===== src/rtl/s2p_pkg.sv =====
// Shared types and sizing helpers for the serial-to-parallel deserialiser.
// The S2P_PARITY_EN macro appends one parity bit to every frame.
package s2p_pkg;

  typedef enum logic {
    S2P_EMPTY = 1'b0,
    S2P_FULL  = 1'b1
  } s2p_out_st_t;

`ifdef S2P_PARITY_EN
  localparam int S2P_PAR_BITS = 1;
`else
  localparam int S2P_PAR_BITS = 0;
`endif

  // Serial bits per frame: the data bits plus the optional parity bit.
  function automatic int s2p_frame_len(input int data_w);
    return data_w + S2P_PAR_BITS;
  endfunction

  // The counter width must be able to hold FRAME_LEN itself.
  function automatic int s2p_cnt_w(input int frame_len);
    return $clog2(frame_len + 1);
  endfunction

endpackage


===== src/rtl/s2p_out_stage.sv =====
// Output holding register for the deserialiser: one word plus its parity flag.
// It uses a valid/ready handshake and raises a one-cycle overflow pulse when
// a completed word arrives while the held word is still unconsumed.
module s2p_out_stage
  import s2p_pkg::*;
#(
  parameter int DATA_W = 8
) (
  input  logic              clk,
  input  logic              rst,
  input  logic              load_i,
  input  logic [DATA_W-1:0] word_i,
  input  logic              par_err_i,
  input  logic              out_ready_i,
  output logic              out_valid_o,
  output logic [DATA_W-1:0] data_o,
  output logic              par_err_o,
  output logic              ovf_o
);

  s2p_out_st_t       st_q, st_d;
  logic [DATA_W-1:0] data_q, data_d;
  logic              par_err_q, par_err_d;
  logic              ovf_q, ovf_d;

  // Next state: load when empty or when draining this cycle, otherwise drop the new word.
  always_comb begin
    st_d      = st_q;
    data_d    = data_q;
    par_err_d = par_err_q;
    ovf_d     = 1'b0;
    case (st_q)
      S2P_EMPTY: begin
        if (load_i) begin
          st_d      = S2P_FULL;
          data_d    = word_i;
          par_err_d = par_err_i;
        end
      end
      S2P_FULL: begin
        if (out_ready_i) begin
          if (load_i) begin
            data_d    = word_i;
            par_err_d = par_err_i;
          end else begin
            st_d = S2P_EMPTY;
          end
        end else if (load_i) begin
          ovf_d = 1'b1;
        end
      end
      default: st_d = S2P_EMPTY;
    endcase
  end

  // State and holding registers; the held word is kept after transfer but no longer valid.
  always_ff @(posedge clk or posedge rst) begin
    if (rst) begin
      st_q      <= S2P_EMPTY;
      data_q    <= '0;
      par_err_q <= 1'b0;
      ovf_q     <= 1'b0;
    end else begin
      st_q      <= st_d;
      data_q    <= data_d;
      par_err_q <= par_err_d;
      ovf_q     <= ovf_d;
    end
  end

  assign out_valid_o = (st_q == S2P_FULL);
  assign data_o      = data_q;
  assign par_err_o   = par_err_q;
  assign ovf_o       = ovf_q;

endmodule


===== src/rtl/serial2parallel_pro.sv =====
// Serial-to-parallel deserialiser: shifts in DATA_W qualified bits per frame in the
// selected bit order and hands each completed word to a valid/ready holding stage.
// Defining S2P_PARITY_EN adds a trailing parity bit per frame checked against PAR_ODD.
module serial2parallel_pro
  import s2p_pkg::*;
#(
  parameter  int DATA_W    = 8,
  parameter  int MSB_FIRST = 1,
  parameter  int PAR_ODD   = 0,
  localparam int FRAME_LEN = s2p_frame_len(DATA_W),
  localparam int CNT_W     = s2p_cnt_w(FRAME_LEN)
) (
  input  logic              clk,
  input  logic              rst,
  input  logic              clr_i,
  input  logic              data_valid_i,
  input  logic              data_in,
  input  logic              out_ready_i,
  output logic              out_valid_o,
  output logic [DATA_W-1:0] data_out,
  output logic [CNT_W-1:0]  bit_cnt_o,
  output logic              ovf_o,
  output logic              par_err_o
);

  if (DATA_W < 2) begin : g_chk_data_w
    $error("serial2parallel_pro: DATA_W must be at least 2");
  end
  if (PAR_ODD < 0 || PAR_ODD > 1) begin : g_chk_par_odd
    $error("serial2parallel_pro: PAR_ODD must be 0 or 1");
  end

  logic [DATA_W-1:0] sr_q, sr_d;
  logic [CNT_W-1:0]  cnt_q, cnt_d;
  logic [DATA_W-1:0] sr_shift;
  logic [DATA_W-1:0] word_c;
  logic              par_err_c;
  logic              last_bit;
  logic              data_slot;
  logic              frame_done;

  assign sr_shift   = (MSB_FIRST != 0) ? {sr_q[DATA_W-2:0], data_in}
                                       : {data_in, sr_q[DATA_W-1:1]};
  assign last_bit   = (cnt_q == CNT_W'(FRAME_LEN - 1));
  assign frame_done = data_valid_i & ~clr_i & last_bit;

`ifdef S2P_PARITY_EN
  // The parity bit occupies the last counter slot and never enters the shift register.
  assign data_slot = (cnt_q != CNT_W'(DATA_W));
  assign word_c    = sr_q;
  assign par_err_c = ((^sr_q) ^ data_in) != PAR_ODD[0];
`else
  // The final data bit completes the word in the same cycle it is sampled.
  assign data_slot = 1'b1;
  assign word_c    = sr_shift;
  assign par_err_c = 1'b0;
`endif

  // Frame bookkeeping: clear wins over a same-cycle bit; counter wraps after the last bit.
  always_comb begin
    sr_d  = sr_q;
    cnt_d = cnt_q;
    if (clr_i) begin
      sr_d  = '0;
      cnt_d = '0;
    end else if (data_valid_i) begin
      cnt_d = last_bit ? '0 : cnt_q + 1'b1;
      if (data_slot) begin
        sr_d = sr_shift;
      end
    end
  end

  // Shift register and bit counter.
  always_ff @(posedge clk or posedge rst) begin
    if (rst) begin
      sr_q  <= '0;
      cnt_q <= '0;
    end else begin
      sr_q  <= sr_d;
      cnt_q <= cnt_d;
    end
  end

  s2p_out_stage #(
    .DATA_W (DATA_W)
  ) u_out_stage (
    .clk         (clk),
    .rst         (rst),
    .load_i      (frame_done),
    .word_i      (word_c),
    .par_err_i   (par_err_c),
    .out_ready_i (out_ready_i),
    .out_valid_o (out_valid_o),
    .data_o      (data_out),
    .par_err_o   (par_err_o),
    .ovf_o       (ovf_o)
  );

  assign bit_cnt_o = cnt_q;

endmodule

===== config.mk =====
export PLATFORM = sky130hd
export DESIGN_NAME = serial2parallel_pro
export DESIGN_NICKNAME = d
export VERILOG_FILES = /design/src/rtl/s2p_pkg.sv /design/src/rtl/s2p_out_stage.sv /design/src/rtl/serial2parallel_pro.sv
export SDC_FILE = /design/constraint.sdc
export NUM_CORES = 1
export LEC_CHECK = 0
export ABC_CLOCK_PERIOD_IN_PS = 2000
export CAP_MARGIN = 15
export CORE_ASPECT_RATIO = 0.75
export CORE_MARGIN = 2
export CORE_UTILIZATION = 30
export CTS_CLUSTER_SIZE = 40
export DETAILED_ROUTE_END_ITERATION = 12
export GPL_TIMING_DRIVEN = 0
export PLACE_DENSITY_LB_ADDON = 0.2
export SETUP_SLACK_MARGIN = 0.05
export SLEW_MARGIN = 15
export SYNTH_ARGS = -nofsm -noshare
export SYNTH_HDL_FRONTEND = slang
export SYNTH_HIERARCHICAL = 1
export SYNTH_SLANG_ARGS = --single-unit

===== constraint.sdc =====
create_clock -name clk -period 2 [get_ports clk]
set_input_delay 0.2 -clock clk [delete_from_list [all_inputs] [get_ports clk]]
set_output_delay 0.2 -clock clk [all_outputs]
set_load 0.01 [all_outputs]

==> results.txt, run 1 <==
The run finished with clean final reports. Root buffer cell: clkbuf_8. At the worst endpoint, the required time is 2.14 ns. After synthesis, flip-flops and latches occupy 59.2% of the total area. The number of standard cells in the final layout excluding fillers was 131.

The class of the worst hold path was input pin to async pin. Summed over all nets, the switching power comes to 0.000166 W. The fraction of final layout cells sized beyond drive strength 1 is 19.4%.

The number of gates resized after CTS was 0. The layout-stage area growth over the synthesis result is 31.1%. The floorplan step defined a die boundary enclosing 3560 µm². The logs give 3 for the TritonCTS buffer count and 280 for the number of fill cells in the layout. Leaving out fill and tap cells, the most frequent cells in the layout are dfrtp_1 (22), clkdlybuf4s50_1 (20), nor2_1 (10), mux2_2 (9), mux2i_1 (8). The run gives 0 as the max-slew violation total from the final report. Total number of placement rows: 17.

The routed layout has 576 vias. The setup path with the least slack is of type input pin to flip-flop. For flop-to-flop paths, the worst setup slack is 0.37 ns. The cell family contributing the most delay on the critical path is buffers and inverters. After synthesis, the largest area contributor takes up 59.2% of total cell area.

The cell depth of the worst setup path was 6. By area the synthesized netlist is led by dfrtp_1 (59%), mux2_2 (11%), mux2i_1 (8.6%), nor2_1 (4.0%), mux2_4 (1.6%). Using the TritonRoute via totals, the vias-per-cell ratio works out to 4.40. The worst setup path is captured at a flip-flop. Registers take 551 µm².

In this run the remaining antenna-violating nets after routing total 0. The startpoint of the most critical register-to-register path was bit_cnt_o[0]$_DFFE_PP0P_. The static leakage is 0.586 nW.

The total core area came out at 2960 µm². Of the total power, the clock network draws 33.5%. The per-cell routed wire length was 12.7 µm; the number of buffers inserted by port buffering was 20.

Net switching is 21.3% of the power. The library cell used most frequently in the layout, excluding fill and tap cells, is dfrtp_1. The die span in y was 52.2 µm; the average cell area after synthesis was 13.3 µm².

When the netlist entered floorplanning its net count stood at 77. The slowest cell on the critical path is clkdlybuf4s50_1. Entering global routing, the biggest net connects 12 pins. The highest net fanout along the worst path is 10. The final critical path takes up 81.5% of the cycle. The critical path goes through clkdlybuf4s50_1 -> buf_6 -> nand4b_1 -> nor2_1 -> nand2_4 -> mux2_2. Cell internal power dissipation: 0.000617 W. After layout, the design draws a total of 0.000783 W. In the synthesized netlist the dominant register cell turns out to be dfrtp_1. For this run, the number of Yosys warnings is 6. For this run the aggregate overflow at the end of global routing stands at 0. The number of antenna diodes in the final layout is 0.

The run gives 70 as the synthesized instance count. For the initial antenna violation count, the log shows 0. The number of synthesized flops with an enable pin works out to 0. The total global routing track utilization is 11.1%, and the weighted congestion at the end of routability-driven global placement is 0.686.

The effective utilization at floorplan is 31.4%. The area taken by multi-input logic gates was 352 µm²; the combined buffer and inverter count along the critical path was 2. Highest cell delay on the worst timing path: 0.57 ns.

In this run the power density over the cells is 643 nW/µm². The minimum period implied by the final worst setup slack works out to 1.63 ns. In this run the critical register-to-register path is captured at u_out_stage/par_err_o$_DFFE_PP0P_. After clock tree synthesis, the clock-pin slew on the worst setup and hold paths is 0.07 ns. Type of element launching the critical path: an input pin. The clock skew is 0.00493 ns, and the data arrival time of the critical path is 1.77 ns.

The tools report the final-layout setup total negative slack as 0 ns. The number of global-route vias before repair came out at 580. The hold violation count in the final report is 0. The first global-routing pass estimated 2.86 mm of wire. Setup repair after global routing left no endpoint under its margin. The run gives 0 as the number of violations of the max-capacitance limit.

During I/O placement, the number of pins put on the boundary was 21. The maximum clock path buffer count was 2. TritonCTS built the clock tree. Setup violations remaining at the end of the flow were counted as 0.

After the last flow step, the layout net total stands at 102. The proportion of register bits with asynchronous set or reset after synthesis was 100%; the number of remaining DRC errors was 0. Summed over all nets, the half-perimeter wirelength after detailed placement is 1.17 mm. The H-tree depth came out at 1. The worst register-to-register path has a depth of 5. The die is 68.3 µm wide. The synthesized flop and latch total came out at 22. The clock sink count was 22; the cell total after placement was 128. For this block, the routed nets add up to 1.66 mm of wire.

After the first detailed-routing iteration, the DRC count stood at 5. At the later pin of the worst-skew pair, clock insertion delay measures 0.26 ns. The hold buffer count at CTS came out at 0.

For this run, the detailed router's first-pass iteration total came to 3. The logs give 930 µm² for the cell area after synthesis and 0.613 GHz for the maximum operating frequency. The logs give 7.9% for the fraction of power consumed by combinational cells and 0.369 ns for the least setup slack across all paths after layout.

Synthesis instantiated 22 different standard cells from the library. VDD sags by at most 0.431 mV. Biggest area consumer among synthesized cells: dfrtp_1. Sequential cells account for 58.6% of the total power.

The setup fix buffers added after clock tree synthesis is 0. For the minimum setup slack after placement, the log shows 0.0764 ns.
[layer usage]
layer  share of wire [%]  vias to the layer above  GRT usage [%]  wire (µm)
met4                0.66                        0           3.00         11
met3                 4.3                        2           4.52         71
met5                   0                        -              0          0
met2                  45                       12           15.4        743
li1                    -                      282              -          -
met1                  50                      280           16.0        835
[Yosys cell counts (2+ instances only)]
library cell   n
mux2_2         9
inv_1          3
dfrtp_1       22
nor2_1        10
nor3_1         2
mux2i_1        8
[layout make-up]
| cell class | instances | share of cell area [%] |
|---|---|---|
| Sequential cell | 22 | 45.2 |
| Tap cell | 38 | 3.90 |
| Inverter | 3 | 0.924 |
| Timing Repair Buffer | 20 | 16.4 |
| Multi-Input combinational cell | 43 | 28.9 |
| Clock buffer | 3 | 3.39 |
| Buffer | 2 | 1.33 |
[kinds of logic after synthesis]
kind of cell | after synthesis | synth area share, %
DFF | 22 | 59.2
and+or+nand+nor | 20 | 12.4
muxes | 18 | 21.1
buffers and inverters | 5 | 2.96
AOI/OAI and AO/OA | 2 | 1.61
adders and majority gates | 1 | 1.35
other | 1 | 0.403
xor gates and xnor gates | 1 | 0.942
[worst max path at each step]
stage                              from                                 to
6_report                   data_valid_i  u_out_stage/par_err_o$_DFFE_PP0P_
5_1_grt        bit_cnt_o[0]$_DFFE_PP0P_  u_out_stage/data_o[2]$_DFFE_PP0P_
4_1_cts                    data_valid_i  u_out_stage/data_o[2]$_DFFE_PP0P_
3_5_place_dp               data_valid_i  u_out_stage/par_err_o$_DFFE_PP0P_
3_3_place_gp               data_valid_i  u_out_stage/data_o[2]$_DFFE_PP0P_
2_1_floorplan  bit_cnt_o[0]$_DFFE_PP0P_  u_out_stage/data_o[0]$_DFFE_PP0P_
[power groups by stage]
stage | combinational [W] | clock [W] | sequential [W]
floorplan | 0.0000324 | 0 | 0.000468
global placement | 0.0000619 | 0 | 0.000467
detailed placement | 0.0000630 | 0 | 0.000468
CTS | 0.0000636 | 0.000277 | 0.000459
global route | 0.0000688 | 0.000306 | 0.000460
finish | 0.0000617 | 0.000263 | 0.000459
[flip-flops by register name (all words and copies together), names as in the netlist]
register                 count
u_out_stage/par_err_o        1
u_out_stage/data_o           8
sr_q                         7
bit_cnt_o                    4
u_out_stage/ovf_o            1
u_out_stage/out_valid_o      1
[worst reg2reg max path, cell delays in order, from the launching register on]
cell	delay, ns
dfrtp_1	0.43
ha_1	0.27
nand4b_1	0.11
nor2_1	0.24
nand2_4	0.15
mux2_2	0.31
[per-stage QoR]
step           cell area, µm²  utilization (%)  hold WS, ns
4_1_cts                  1220             41.2        0.281
3_5_place_dp             1180             39.8        0.497
2_1_floorplan             930                -       0.0524
6_report                 1220             41.2        0.267
3_3_place_gp             1180             39.8        0.491
5_1_grt                  1220             41.2        0.315
Note: power is estimated with default switching activity, not from simulation.
==> run 2: changes to the inputs <==
Settings changed: ABC_CLOCK_PERIOD_IN_PS 2000 to 1440.
Clock period 2 ns to 1.44 ns, I/O delays scaled along.
==> run 2 against run 1 <==
Clock power rose by 46%. Clock skew rose by 0.00073 ns. Power rose by 43%. Combinational power rose by 59%. Via count rose by 10%. Cell count rose by 6.9%. Final area rose by 7.8%. Critical path depth did not move. Worst hold slack got worse by 0.048 ns. Global-route usage rose by 0.22 points. Core utilization rose by 3.2 points. Critical endpoint is now u_out_stage/data_o[1]$_DFFE_PP0P_. Largest cell class unchanged.
==> results.txt, run 2 (synthesis gave the netlist of run 1 again) <==
For the cell total after placement, the log shows 128. The analysis attributes to net switching a power of 0.000245 W. The number of buffers inserted by port buffering was 20; the highest net fanout along the worst path was 5. Summing all non-filler instances in the final layout gives an area of 1310 µm². Net switching is 21.9% of the power. Weighted congestion at the end of routability-driven global placement: 0.744. The run gives 3 as the TritonCTS buffer count. For the detailed placer's ending HPWL, the log shows 1.17 mm.

The flow ran to the end, and the final reports show no timing, DRC or antenna violations. The worst-case IR drop observed on VDD is 0.460 mV. The fraction of final layout cells sized beyond drive strength 1 is 29.4%, and the number of standard cells in the final layout excluding fillers is 140. The share of total power in sequential cells is 57.0%. The data arrival time of the critical path is 1.54 ns, and the clock sink count is 22.

The floorplan has 17 rows. Max-slew violation total from the final report: 0. The top cell types in the final layout, fill and taps aside, are dfrtp_1 (20), clkdlybuf4s50_1 (18), nor2_1 (9), mux2_2 (9), mux2i_1 (8). The number of vias per cell after detailed routing is 4.54. The net count of the finished layout was 110. The longest clock path from root to sink contains 2 buffers. The hold buffer count at CTS is 0. For the clock share of power, the log shows 34.3%. The minimum period implied by the final worst setup slack is 1.39 ns, and the chip width is 68.3 µm.

The final route contains 636 vias. Number of global-route vias before repair: 608. STA classifies the critical path endpoint as a flip-flop.

After detailed routing, the total wire length is 1.78 mm. The area after detailed placement is 1180 µm². The clock arrives with 0.00566 ns of skew.

Once layout is complete, the utilization of the core stands at 44.4%. Number of cells on the worst reg-to-reg path: 5. From bottom edge to top edge, the die measures 52.2 µm. The register with the most flip-flops in the layout has 8 of them. Hold violation count in the final report: 0. The H-tree depth came out at 1. The startpoint identified for the worst register-to-register timing path is bit_cnt_o[0]$_DFFE_PP0P_. The final worst-path cycle share is 96.8%.

For this run, the detailed router's first-pass iteration total came to 4. The tools report the clock network latency to the later pin of the worst-skew pair as 0.26 ns. The library cell used most frequently in the layout, excluding fill and tap cells, is dfrtp_1. The total area inside the core boundary comes to 2960 µm². The fraction of power consumed by combinational cells was 8.7%; the global-route wire length before repair was 2.90 mm. The category of the critical setup timing path was input pin to flip-flop. The worst register-to-register path has a setup slack of 0.06 ns. STA puts the critical path data required time at 1.58 ns. For the DRC violation total after the first TritonRoute iteration, the log shows 4. Entering global routing, the biggest net connects 13 pins. TritonCTS built the clock tree. In this run the critical register-to-register path is captured at u_out_stage/data_o[1]$_DFFE_PP0P_. 21 I/O pins were placed. The tools report the overall power as 0.00112 W. The tools report the root buffer cell as clkbuf_8. After detailed routing, the average wire length per cell comes to 12.7 µm.

The die covers 3560 µm². The number of remaining DRC errors was 0. The maximum operating frequency is 0.717 GHz, and the number of endpoints failing setup at the final stage is 0. The area growth from synthesis to layout is 41.3%. Setup repair after global routing could not meet its margin everywhere. Internal power comes to 0.000876 W. For the number of antenna diodes, the log shows 0. STA classifies the critical path startpoint as an input pin. The antenna violation net count after detailed routing is 0. The tightest hold path in the finished design has a slack of 0.220 ns.

Summed over all layers, the global routing overflow is 0. The tools report the total global routing track utilization as 11.4%. The number of violations of the max-capacitance limit was 0; the clock-pin slew on the worst setup and hold paths was 0.08 ns. The min-delay analysis places its worst path in the category input pin to async pin. The initial antenna violation count was 0; the power per cell area was 854 nW/µm². The analysis attributes to cell leakage a power of 0.657 nW. Once the floorplan was initialized, standard cells occupied 31.4% of the core.
## run 2: changes by cell type in the layout (fill, tap and decap cells not counted), moves of 2 or more
cell	change
buf_4	+7
dlymetal6s2s_1	+2
dfrtp_2	+2
clkdlybuf4s50_1	-2
dfrtp_1	-2
## run 2: how the worst max path moves through the flow
stage | start | end | slack (ns) | cells after the start
floorplan | bit_cnt_o[1]$_DFFE_PP0P_ | u_out_stage/data_o[0]$_DFFE_PP0P_ | 0.05 | 5
global placement | data_valid_i | u_out_stage/data_o[0]$_DFFE_PP0P_ | -0.30 | 6
detailed placement | data_valid_i | u_out_stage/data_o[0]$_DFFE_PP0P_ | -0.30 | 6
CTS | bit_cnt_o[1]$_DFFE_PP0P_ | u_out_stage/data_o[0]$_DFFE_PP0P_ | 0.01 | 5
global route | bit_cnt_o[1]$_DFFE_PP0P_ | u_out_stage/data_o[1]$_DFFE_PP0P_ | -0.02 | 5
finish | data_valid_i | u_out_stage/data_o[1]$_DFFE_PP0P_ | 0.05 | 6
## run 2: layer usage
layer	GRT usage, %	wire [µm]
met5	0	0
met3	3.87	66
met4	3.00	13
met2	18.0	855
met1	14.8	843
## run 2: stage by stage
| stage | TNS [ns] | setup WS, ns |
|---|---|---|
| finish | 0 | 0.0454 |
| global route | -0.0477 | -0.0176 |
| CTS | 0 | 0.0146 |
| detailed placement | -2.68 | -0.302 |
| global placement | -2.67 | -0.298 |
| floorplan | 0 | 0.0536 |
## run 2: final cells by class
class                      count  area (µm²)
buffer                         2        16.3
clock buffer                   4        45.0
fill                         271        1640
inverter                       3        11.3
multi-input combinational     44         383
sequential                    22         553
tap                           38        47.5
timing repair buffer          27         258
## run 2: power groups by stage
stage               Clock (W)  Combinational (W)  Sequential [W]
floorplan                   0          0.0000457        0.000651
global placement            0          0.0000869        0.000650
detailed placement          0          0.0000877        0.000650
CTS                  0.000398           0.000101        0.000638
global route         0.000426           0.000111        0.000640
finish               0.000384          0.0000981        0.000639
## run 2: what timing repair did
item / CTS / global route
endpoints found under the setup margin: 10 / 12
hold endpoints to repair: 0 / 0
cloned: 1 / 0
pin swaps: 1 / 3
gates resized for setup: 3 / 3
setup buffers: 5 / 2
## run 2: worst max-delay path, cell delays in order
cell and delay (ns):
clkdlybuf4s50_1 0.56, buf_6 0.13, nand4b_1 0.14, nor2_4 0.19, nand2_4 0.10, mux2_2 0.28
==> run 3: changes to the inputs <==
Settings changed: ABC_CLOCK_PERIOD_IN_PS 1440 to 1500, CAP_MARGIN 15 to 5.
Clock period 1.44 ns to 1.5 ns, I/O delays scaled along.
==> run 3 against run 2 <==
Die area did not move. Combinational power shrank 2.1%. Worst setup slack gained 0.035 ns. Power rose by 0.34%. Sequential power fell by 4.1%. Critical path depth is the same. Core utilization decreased by 0.38 points. Clock-buffer cell count unchanged. Sequential share of layout area grew 0.27 points. Non-clock buffer count down 2. Sequential cell count unchanged. Via count fell by 0.94%. Critical endpoint unchanged.
==> results.txt, run 3 (synthesis gave the netlist of run 1 again) <==
The run finished with clean final reports. Cells with a size suffix above 1 make up 28.0% of the layout. Category of the critical setup timing path: input pin to flip-flop. After clock tree synthesis, the clock-pin slew on the worst setup and hold paths is 0.08 ns. The floorplan step defined a die boundary enclosing 3560 µm². The first global-routing pass estimated 2.96 mm of wire. The library cell used most frequently in the layout, excluding fill and tap cells, is dfrtp_1.

The maximum clock path buffer count is 2. Clock tree synthesis found a total of 22 sinks. The region available for standard cell placement spans 2960 µm². The max-slew violation total from the final report came out at 0. The count of nets left with antenna violations once routing finished came out at 0. Traced cell by cell, the critical path runs through clkdlybuf4s50_1 -> buf_6 -> nand4b_1 -> nor2_4 -> nand2_4 -> mux2_2. The static leakage is 0.618 nW. The run gives 1.80 mm as the total wirelength of the detailed-routed design. The first detailed-routing pass took 4 iterations. Type of element launching the critical path: an input pin. The weighted congestion at the end of routability-driven global placement was 0.740.

Max-cap violations in this run came to 0. The detailed placer's ending HPWL was 1.22 mm; the die span in y was 52.2 µm. TritonCTS built the clock tree.

The worst hold path belongs to the class input pin to async pin. The first routing iteration left 14 violations. VDD sags by at most 0.445 mV. The final layout contains 108 nets. In this run the tool buffered the top-level ports with 20 buffer cells. Setup repair after global routing could not meet its margin everywhere. Across all layers, the routed design uses 630 vias. The number of remaining DRC errors was 0; the cell total after placement was 128. For flop-to-flop paths, the worst setup slack is 0.10 ns. The run gives 0.704 GHz as the maximum operating frequency.

The number of global-route vias before repair is 576. The root buffer cell is clkbuf_8. The run gives 13 as the largest net degree at the start of global routing. The tools report the type of element capturing the critical path as a flip-flop. Clock skew: 0.00167 ns. The number of endpoints failing setup at the final stage was 0. The highest cell delay on the worst timing path was 0.57 ns. The register with the most flip-flops in the layout has 8 of them.

After layout, the design draws a total of 0.00113 W. Once layout is complete, the cells apart from fillers number 138. The chip width was 68.3 µm.

The logs give 0.26 ns for the clock network latency to the later pin of the worst-skew pair and 1.57 ns for the data arrival time of the critical path. The total number of placement rows came out at 17. Summing all non-filler instances in the final layout gives an area of 1300 µm². The TritonCTS buffer count came out at 3. The final critical path takes up 94.6% of the cycle.

0 antenna diodes ended up in the layout. The tools report the H-tree depth as 1. In the final routed layout, each cell accounts on average for 13.0 µm. Once placement finished, the instance area stood at 1180 µm².

Dividing total power by cell area gives a power density of 864 nW/µm². The number of vias per cell after detailed routing is 4.57, and the required arrival time at the worst endpoint is 1.65 ns. Summed over all layers, the global routing overflow is 0. The effective utilization at floorplan is 31.4%, and the highest net fanout along the worst path is 5. On the critical path, the stage with the largest delay is an instance of clkdlybuf4s50_1. After filler insertion, the fill cell instance count of the layout stands at 269. The hold buffer count at CTS is 0, and the minimum period implied by the final worst setup slack is 1.42 ns. In the layout the commonest cells are dfrtp_1 (21), clkdlybuf4s50_1 (20), nor2_1 (9), mux2_2 (9), mux2i_1 (8).

Compared with the post-synthesis result, the final layout area differs by 40.1%. For the total global routing track utilization, the log shows 11.9%. The initial antenna violation count was 0. The run gives 0 as the hold violation count in the final report.

The logs give 383 µm² for the area taken by multi-input logic gates and 21 for the count of boundary I/O pins. Summing all flip-flop and latch instances after layout gives 552 µm².
-- run 3: path summary, 6_finish.rpt --
| path | endpoint | start | cells after the start |
|---|---|---|---|
| worst max-delay path | u_out_stage/data_o[1]$_DFFE_PP0P_ | data_valid_i | 6 |
| worst min register to register | u_out_stage/par_err_o$_DFFE_PP0P_ | u_out_stage/par_err_o$_DFFE_PP0P_ | 1 |
| max in group asynchronous | bit_cnt_o[1]$_DFFE_PP0P_ | rst | 2 |
| worst max register to register | u_out_stage/data_o[1]$_DFFE_PP0P_ | bit_cnt_o[1]$_DFFE_PP0P_ | 5 |
| min in group clk | u_out_stage/par_err_o$_DFFE_PP0P_ | u_out_stage/par_err_o$_DFFE_PP0P_ | 1 |
| worst min-delay path | u_out_stage/ovf_o$_DFF_PP0_ | rst | 2 |
-- run 3: per-layer routing --
metal / GRT usage [%] / wire length, µm / part of all wire (%) / up-vias
li1: - / - / - / 298
met1: 16.3 / 918 / 51 / 313
met2: 16.7 / 779 / 43 / 17
met3: 4.52 / 85 / 4.7 / 2
met4: 5.00 / 15 / 0.83 / 0
met5: 0 / 0 / 0 / -
-- run 3: where the power goes --
| group | switching [W] | leakage, nW | internal [W] | total, W |
|---|---|---|---|---|
| sequential | 0.0000108 | 0.303 | 0.000602 | 0.000613 |
| combinational | 0.0000455 | 0.286 | 0.0000505 | 0.0000960 |
| clock | 0.000183 | 0.0288 | 0.000234 | 0.000416 |
| total | 0.000239 | 0.618 | 0.000886 | 0.00113 |
-- run 3: area by class of cell --
type / count / area share [%]
Sequential cell: 22 / 42.4
Buffer: 2 / 1.25
Clock buffer: 4 / 4.23
Timing Repair Buffer: 25 / 18.3
Inverter: 3 / 0.865
Tap cell: 38 / 3.65
Multi-Input combinational cell: 44 / 29.4
-- run 3: worst max-delay path, delay by kind of cell --
kind          cells  cell delay (ns)
buf+inv           2             0.70
mux               1             0.28
simple gates      3             0.43
-- run 3: stage by stage --
| stage | TNS (ns) | setup slack, ns | hold WS (ns) | utilization, % |
|---|---|---|---|---|
| final | 0 | 0.0804 | 0.217 | 44.1 |
| after global routing | 0 | 0.0329 | 0.251 | 44.1 |
| after floorplan | 0 | 0.0688 | 0.00244 | - |
| after global placement | -2.14 | -0.240 | 0.487 | 39.9 |
| after detailed placement | -2.30 | -0.258 | 0.496 | 39.9 |
| after CTS | 0 | 0.0463 | 0.239 | 43.8 |
-- run 3: what timing repair did --
item / in CTS / in global routing
endpoints found under the hold margin: 0 / 0
resized for setup: 4 / 1
setup endpoints to repair: 9 / 10
cloned: 1 / 0
buffers inserted: 4 / 1
pin swaps: 2 / 5
